$ cat config.mk
export PLATFORM = sky130hd
export DESIGN_NAME = ppe_rr_sched
export DESIGN_NICKNAME = d
export VERILOG_FILES = /design/src/rtl/ppe_pkg.sv /design/src/rtl/ppe_sat_cnt.sv /design/src/rtl/ppe_rr_sched.sv
export SDC_FILE = /design/constraint.sdc
export NUM_CORES = 1
export LEC_CHECK = 0
export BUFFER_PORTS_ARGS = -buffer_cell sky130_fd_sc_hd__buf_2
export CORE_AREA = 2 2 425 427
export CTS_CLUSTER_SIZE = 40
export DETAILED_ROUTE_END_ITERATION = 7
export DIE_AREA = 0 0 427 429
export SLEW_MARGIN = 20
export SYNTH_ARGS = -nofsm -noshare
export SYNTH_HDL_FRONTEND = slang
export SYNTH_SLANG_ARGS = --single-unit
$ cat constraint.sdc
create_clock -name clk -period 20.8 [get_ports clk]
set_input_delay 4.16 -clock clk [delete_from_list [all_inputs] [get_ports clk]]
set_output_delay 4.16 -clock clk [all_outputs]
set_load 0.03 [all_outputs]
$ cat src/rtl/ppe_pkg.sv
// Shared constants and FSM state encoding for the PPE round-robin scheduler.
// Pure declarations: no logic, no latency, no flow control.
package ppe_pkg;

  localparam int PPE_N     = 512;
  localparam int PPE_PTR_W = 9;
  localparam int PPE_LAT   = 3;

  typedef enum logic [1:0] {
    IDLE,
    ISSUE,
    WAIT,
    GRANT
  } ppe_state_e;

endpackage

$ cat src/rtl/ppe_sat_cnt.sv
// Saturating up-counter for scheduler statistics; exists only with PPE_RR_SCHED_STATS_EN.
// Latency: count visible one cycle after inc; no backpressure, holds at all-ones.
`ifdef PPE_RR_SCHED_STATS_EN
module ppe_sat_cnt #(
  parameter int W = 16
) (
  input  logic         clk,
  input  logic         rst,
  input  logic         inc,
  output logic [W-1:0] cnt
);

  always_ff @(posedge clk or posedge rst) begin
    if (rst) begin
      cnt <= '0;
    end else if (inc && (cnt != '1)) begin
      cnt <= cnt + 1'b1;
    end
  end

endmodule
`endif

$ cat src/rtl/ppe_rr_sched.sv
// Round-robin scheduler driving the external PPE; grant appears LAT+1 cycles after issue.
// Grant held on valid/ready until accepted; optional counters under PPE_RR_SCHED_STATS_EN.
module ppe_rr_sched
  import ppe_pkg::*;
#(
  parameter int N     = PPE_N,
  parameter int PTR_W = PPE_PTR_W,
  parameter int LAT   = PPE_LAT
) (
  input  logic             clk,
  input  logic             rst,
  input  logic             en,
  input  logic [N-1:0]     req,
  input  logic             ptr_load,
  input  logic [PTR_W-1:0] ptr_init,
  output logic [N-1:0]     ppe_req,
  output logic [PTR_W-1:0] ppe_p_enc,
  input  logic [PTR_W-1:0] ppe_value,
  input  logic [PTR_W-1:0] ppe_value_inc,
  input  logic             ppe_valid,
  output logic             gnt_valid,
  output logic [PTR_W-1:0] gnt_id,
  input  logic             gnt_ready,
  output logic             busy
`ifdef PPE_RR_SCHED_STATS_EN
  ,
  output logic [31:0]      stat_grants,
  output logic [15:0]      stat_drops
`endif
);

  localparam int CNT_W = (LAT > 2) ? $clog2(LAT) : 1;

  ppe_state_e       state, state_d;
  logic [PTR_W-1:0] ptr, ptr_d;
  logic [PTR_W-1:0] nxt, nxt_d;
  logic [CNT_W-1:0] wait_cnt, cnt_d;
  logic [N-1:0]     req_d;
  logic [PTR_W-1:0] penc_d;
  logic             gv_d;
  logic [PTR_W-1:0] gid_d;
  logic             busy_d;

  always_ff @(posedge clk or posedge rst) begin
    if (rst) begin
      state     <= IDLE;
      ptr       <= '0;
      nxt       <= '0;
      wait_cnt  <= '0;
      ppe_req   <= '0;
      ppe_p_enc <= '0;
      gnt_valid <= 1'b0;
      gnt_id    <= '0;
      busy      <= 1'b0;
    end else begin
      state     <= state_d;
      ptr       <= ptr_d;
      nxt       <= nxt_d;
      wait_cnt  <= cnt_d;
      ppe_req   <= req_d;
      ppe_p_enc <= penc_d;
      gnt_valid <= gv_d;
      gnt_id    <= gid_d;
      busy      <= busy_d;
    end
  end

  always_comb begin
    state_d = state;
    ptr_d   = ptr;
    nxt_d   = nxt;
    cnt_d   = wait_cnt;
    req_d   = '0;
    penc_d  = '0;
    gv_d    = gnt_valid;
    gid_d   = gnt_id;
    unique case (state)
      IDLE: begin
        // Snapshot is captured straight into the issue register so the PPE sees it next cycle.
        if (en && (|req)) begin
          req_d   = req;
          penc_d  = ptr;
          state_d = ISSUE;
        end
      end
      ISSUE: begin
        cnt_d   = CNT_W'(LAT - 1);
        state_d = WAIT;
      end
      WAIT: begin
        if (wait_cnt == '0) begin
          if (ppe_valid) begin
            gid_d   = ppe_value;
            nxt_d   = ppe_value_inc;
            gv_d    = 1'b1;
            state_d = GRANT;
          end else begin
            state_d = IDLE;
          end
        end else begin
          cnt_d = wait_cnt - 1'b1;
        end
      end
      GRANT: begin
        if (gnt_valid && gnt_ready) begin
          gv_d    = 1'b0;
          ptr_d   = nxt;
          state_d = IDLE;
        end
      end
      default: state_d = IDLE;
    endcase
    // An explicit load overrides the rotation update from an accept in the same cycle.
    if (ptr_load) begin
      ptr_d = ptr_init;
    end
    busy_d = (state_d != IDLE);
  end

`ifdef PPE_RR_SCHED_STATS_EN
  logic grant_acc;
  logic drop;

  assign grant_acc = (state == GRANT) && gnt_valid && gnt_ready;
  assign drop      = (state == WAIT) && (wait_cnt == '0) && !ppe_valid;

  ppe_sat_cnt #(.W(32)) u_grants (
    .clk (clk),
    .rst (rst),
    .inc (grant_acc),
    .cnt (stat_grants)
  );

  ppe_sat_cnt #(.W(16)) u_drops (
    .clk (clk),
    .rst (rst),
    .inc (drop),
    .cnt (stat_drops)
  );
`endif

endmodule

==> After elaboration in Yosys (flattened, before gate mapping) <==
Cells that the tools add are included.
{ "word_totals": {"reg_bits": 554, "output_inout_bits": 532, "elab_cells": 49} }
{ "op_classes": {"add_sub_neg": 1, "eq_ne": 7, "mux": 18, "n_reduce_logical": 14} }
{ "ops": {"columns": ["op", "count"], "rows": [
  ["2-to-1 mux 512 bit", 2],
  ["OR reduction 512 bit", 1],
  ["2-to-1 mux 9 bit", 5],
  ["2-to-1 mux 2 bit", 5],
  ["nonzero test 2 bit", 5],
  ["inequality test 2 bit (second input constant)", 4],
  ["one-hot mux 2 bit (4 select lines)", 1],
  ["== test 2 bit (second input constant)", 2],
  ["logical NOT 2 bit", 2],
  ["one-hot mux 2 bit (2 select lines)", 1],
  ["AND reduction 2 bit", 2],
  ["AND reduction 4 bit", 1],
  ["2-to-1 mux 1 bit", 3],
  ["AND reduction 3 bit", 1],
  ["== test 2 x 1 -> 1 bit (second input constant)", 1],
  ["logical AND 1 bit", 2],
  ["one-hot mux 1 bit (2 select lines)", 1],
  ["subtractor 2 x 1 -> 2 bit (second input constant)", 1]
]} }

==> Longest topological paths before layout <==
{ "logic_depth": {"ltp_word": 5, "mapped_depth": 9} }

==> Worst setup path after synthesis <==
OpenSTA, ideal clock, no wires.
{ "synth_path": {"kind": "input -> register", "from": "input port req[451]", "to": "register state[0]", "setup_time_ps": 142, "t_arrival_ps": 5652, "required_time_ps": 20658, "slack_ps": 15006, "stages": 9, "n_path_buf": 3, "cell_sequence": "nor4_1 -> nand4_1 -> nor4_1 -> nand4_1 -> o211a_1 -> buf_6 -> buf_6 -> buf_6 -> nand3b_1"} }
{ "synth_between": {"elab_chain_len": 4} }
{ "synth_lines": {"columns": ["element", "line_no", "rtl"], "rows": [
  ["start: declaration", "ppe_rr_sched.sv:13", "input logic [N-1:0] req,"],
  ["OR reduction 512 bit", "ppe_rr_sched.sv:80", "if (en && (|req)) begin"],
  ["logical AND 1 bit", "ppe_rr_sched.sv:80", null],
  ["2-to-1 mux 2 bit", "ppe_rr_sched.sv:80", null],
  ["one-hot mux 2 bit (4 select lines)", "ppe_rr_sched.sv:77", "unique case (state)"],
  ["net state_d[0]", "ppe_rr_sched.sv:34", "ppe_state_e state, state_d;"],
  ["end signal: assignment", "ppe_rr_sched.sv:56", "state <= state_d;"],
  ["end: declaration", "ppe_rr_sched.sv:34", null]
]} }
The timed path passes the listed nets, and every way through them passes these cells.
A chain may end at the register's enable or synchronous reset.

==> Worst setup path after layout <==
{ "layout_path": {"from": "input port req[430]", "to": "register busy"} }
{ "layout_between": {"elab_chain_len": 5} }
{ "layout_lines": {"columns": ["element", "line_no", "rtl"], "rows": [
  ["OR reduction 512 bit", "ppe_rr_sched.sv:80", null],
  ["logical AND 1 bit", "ppe_rr_sched.sv:80", null],
  ["2-to-1 mux 2 bit", "ppe_rr_sched.sv:80", null],
  ["one-hot mux 2 bit (4 select lines)", "ppe_rr_sched.sv:77", null],
  ["nonzero test 2 bit", "ppe_rr_sched.sv:117", "busy_d = (state_d != IDLE);"],
  ["net busy_d", "ppe_rr_sched.sv:42", "logic busy_d;"],
  ["end signal: assignment", "ppe_rr_sched.sv:64", "busy <= busy_d;"],
  ["end: declaration", "ppe_rr_sched.sv:24", "output logic busy"]
]} }
The timed path passes the listed nets, and every way through them passes these cells.

==> out/metrics.csv <==
metric;value;unit
status;completed;
Vias;16930;
Seq. cell area;13860;um2
Slowest cell on crit path;nor4_1;
Clock Latency Late Sink;0.69;ns
# DRC;0;
FF+latch count, synth;554;
Detail Route Antenna Nets;0;
Internal;0.002304;W
WS Path Type;input pin to register;
Distinct cells, synth;22;
CTS root buffer;clkbuf_16;
combinational family with the most area after synthesis;simple AND/OR/NAND/NOR gates;
P&R area growth vs syn;55.94;%
I/O pins;1077;
CP required;21.34;ns
Post CTS Setup Buffer Count;0;
Final setup viols;0;
crit-path max FO;118;
CP max stage delay;0.99;ns
cell with the most instances after synthesis;dfrtp_1;
proportion of synthesized area in mux cells;1.566;%
TritonCTS Sinks;554;
Setup TNS;0;ns
worst hold path class;register to register;
Lkg Pwr;15.85;nW
Post-synth EDFFs;0;
CP Cell Sequence;buf_2 -> nor4_1 -> nand4_1 -> nor4_1 -> nand4_1 -> o211a_4 -> buf_4 -> buf_4 -> or2_1;
worst vdd ir;0.06255;mV
sequential share of power;36.0;%
clock skew;0.03527;ns
die height;429;um
placer congestion estimate;1.054;
Layout Utilization;16.94;%
Syn. warnings;0;
Final Hold Fails;0;
CTS Buffer Depth;3;
full die area;183200;um2
per-cell routed wire length;32.19;um
PD cells;119.9;nW/um2
area of the multi-input gates;4896;um2
syn avg cell area;14.02;um2
Core ar.;178000;um2
Final nets;3038;
Post-synth ARST share;100.0;%
DR iter-0 viols;1335;
Period Utilization, post-route;37.72;%
hpwl dp;136.4;mm
Mapped Nets;1925;
post-layout minimum cycle time;7.847;ns
post-synthesis compound-gate area fraction;0.4852;%
routed vias/inst;3.413;
Site Rows;155;
CTS H-tree depth;3;
IO Port Bufs;1076;
delay-heaviest family, CP;simple AND/OR/NAND/NOR gates;
CTS tree;yes;
max-slew violation count;0;
Comb pwr share;24.7;%
# hold bufs at CTS;0;
Die Wd;427;um
WHS;0.4653;ns
Clock transition at path regs;0.06;ns
post-synthesis sequential area ratio;71.68;%
Routed WL;159.7;mm
Max Cap Viol;0;
f_max;0.1274;GHz
fillers;19930;
total grt overflow;0;
PostCTS Resize Cnt;0;
GRT Total Usage;16.92;%
sw frac;36.26;%
switching pwr;0.001311;W
Gate Count Post-Synth;1379;
layout cell share with drive strength beyond 1;49.24;%
clock power share;39.3;%
synth cell count leaders;554 x dfrtp_1, 521 x and2_1, 136 x nor4_1;
first-pass GRT wire length;197.0;mm
startpoint type of the worst setup path;input pin;
Cell Count, Final, Fillers Out;4962;
worst slew pin tran;1.119;ns
# placed instances;4769;
length of the first detailed-routing pass in iterations;5;
post-synthesis adder-cell area fraction;0.06470;%
Initial Utilization;10.86;%
Main synth FF type;dfrtp_1;
Synth Area in XOR/XNOR;0;%
cell taking the most area after synthesis;dfrtp_1;
Rel. slew slack;24.74;%
initial antenna violation count;145;
Num CTS Buffers;75;
Buffers & Inverters on Critical Path;3;
RSZ-0062 raised after global routing;false;
Synth Area in Simple Gates;22.81;%
vias in the first global route;17230;
crit path capture type;register;
synthesized area;19340;um2
share of the synthesized area in the top cell type;71.68;%
largest cells by area after synthesis;dfrtp_1 72%, and2_1 17%, nor4_1 4.4%;
Critical Path AT;8.39;ns
largest net degree at the start of global routing;251;
## area by class of cell
type                    instances  area share (%)
clock buffers                 102           7.095
inverters                       5         0.08713
clock inverters                36           1.755
multi-input cells             756           16.23
diodes                         54          0.4481
flip-flops and latches        554           45.97
well taps                    2355           9.771
repair buffers               1100           18.64
## layer usage
metal	up-vias	part of all wire, %	wire (um)	GRT usage (%)
met5	-	0.28	455	0
met3	344	9.3	14880	6.142
li1	6879	-	-	-
met1	8636	38	61100	19.82
met4	70	4.3	6888	6.361
met2	1005	48	76430	28.04
## cells in the final DEF, fill, tap and decap left out, types with 2 or more instances in the layout
cell type,instances
buf_2,1076
dfrtp_1,554
and2_1,521
nor4_1,125
clkbuf_16,76
diode_2,54
nand4_1,36
mux2_2,18
buf_4,18
clkbuf_8,14
nand2_1,12
clkbuf_1,12
nor4_2,11
o21ai_0,11
mux2i_1,10
bufinv_16,9
clkinv_2,8
clkinvlp_4,7
inv_1,4
clkinv_4,4
inv_6,4
nor2_1,3
buf_6,3
clkinv_16,2
buf_12,2
## power by group through the flow
| stage | sequential [W] | combinational [W] | clock, W |
|---|---|---|---|
| final | 0.00130 | 0.000893 | 0.00142 |
| after global routing | 0.00131 | 0.000934 | 0.00152 |
| after CTS | 0.00130 | 0.000911 | 0.00148 |
| after detailed placement | 0.00132 | 0.000908 | 0 |
| after global placement | 0.00132 | 0.000908 | 0 |
| after floorplan | 0.00158 | 0.000232 | 0 |
## worst register-to-register path: stages, from the launching register on
cell	delay, ns
dfrtp_1	0.49
nor2_1	0.57
o211a_4	0.75
buf_4	0.72
buf_4	0.92
and2_1	0.35
## logic make-up after synthesis
kind of cell,Yosys count
muxes,28
buffers and inverters,69
AOI/OAI and AO/OA,16
DFF,554
and+or+nand+nor,711
adders and majority gates,1
## flip-flops by register name (all words and copies together), names as in the netlist, 2 cells and up
name       cells
gnt_id         9
nxt            9
ppe_p_enc      9
ppe_req      512
ptr            9
state          2
wait_cnt       2
## metrics by stage
step / setup slack [ns] / instance area [um2] / total power, W
5_1_grt: 12.74 / 30090 / 0.003764
2_1_floorplan: 1.149 / 19340 / 0.001813
3_3_place_gp: 10.88 / 27250 / 0.002225
3_5_place_dp: 12.15 / 27320 / 0.002224
6_report: 12.95 / 30160 / 0.003615
4_1_cts: 12.90 / 29990 / 0.003694
## path summary, 6_finish.rpt
path,from,to,slack (ns),cells after the start
max,req[430],busy,12.95,9
min,ptr[5],ppe_p_enc[5],0.47,1
max reg2reg,state[1],ppe_req[485],16.94,5
min reg2reg,ptr[5],ppe_p_enc[5],0.47,1
max in group asynchronous,rst,ppe_req[88],14.42,5
min in group asynchronous,rst,ppe_p_enc[4],3.55,2
Note: power is estimated with default switching activity, not from simulation.
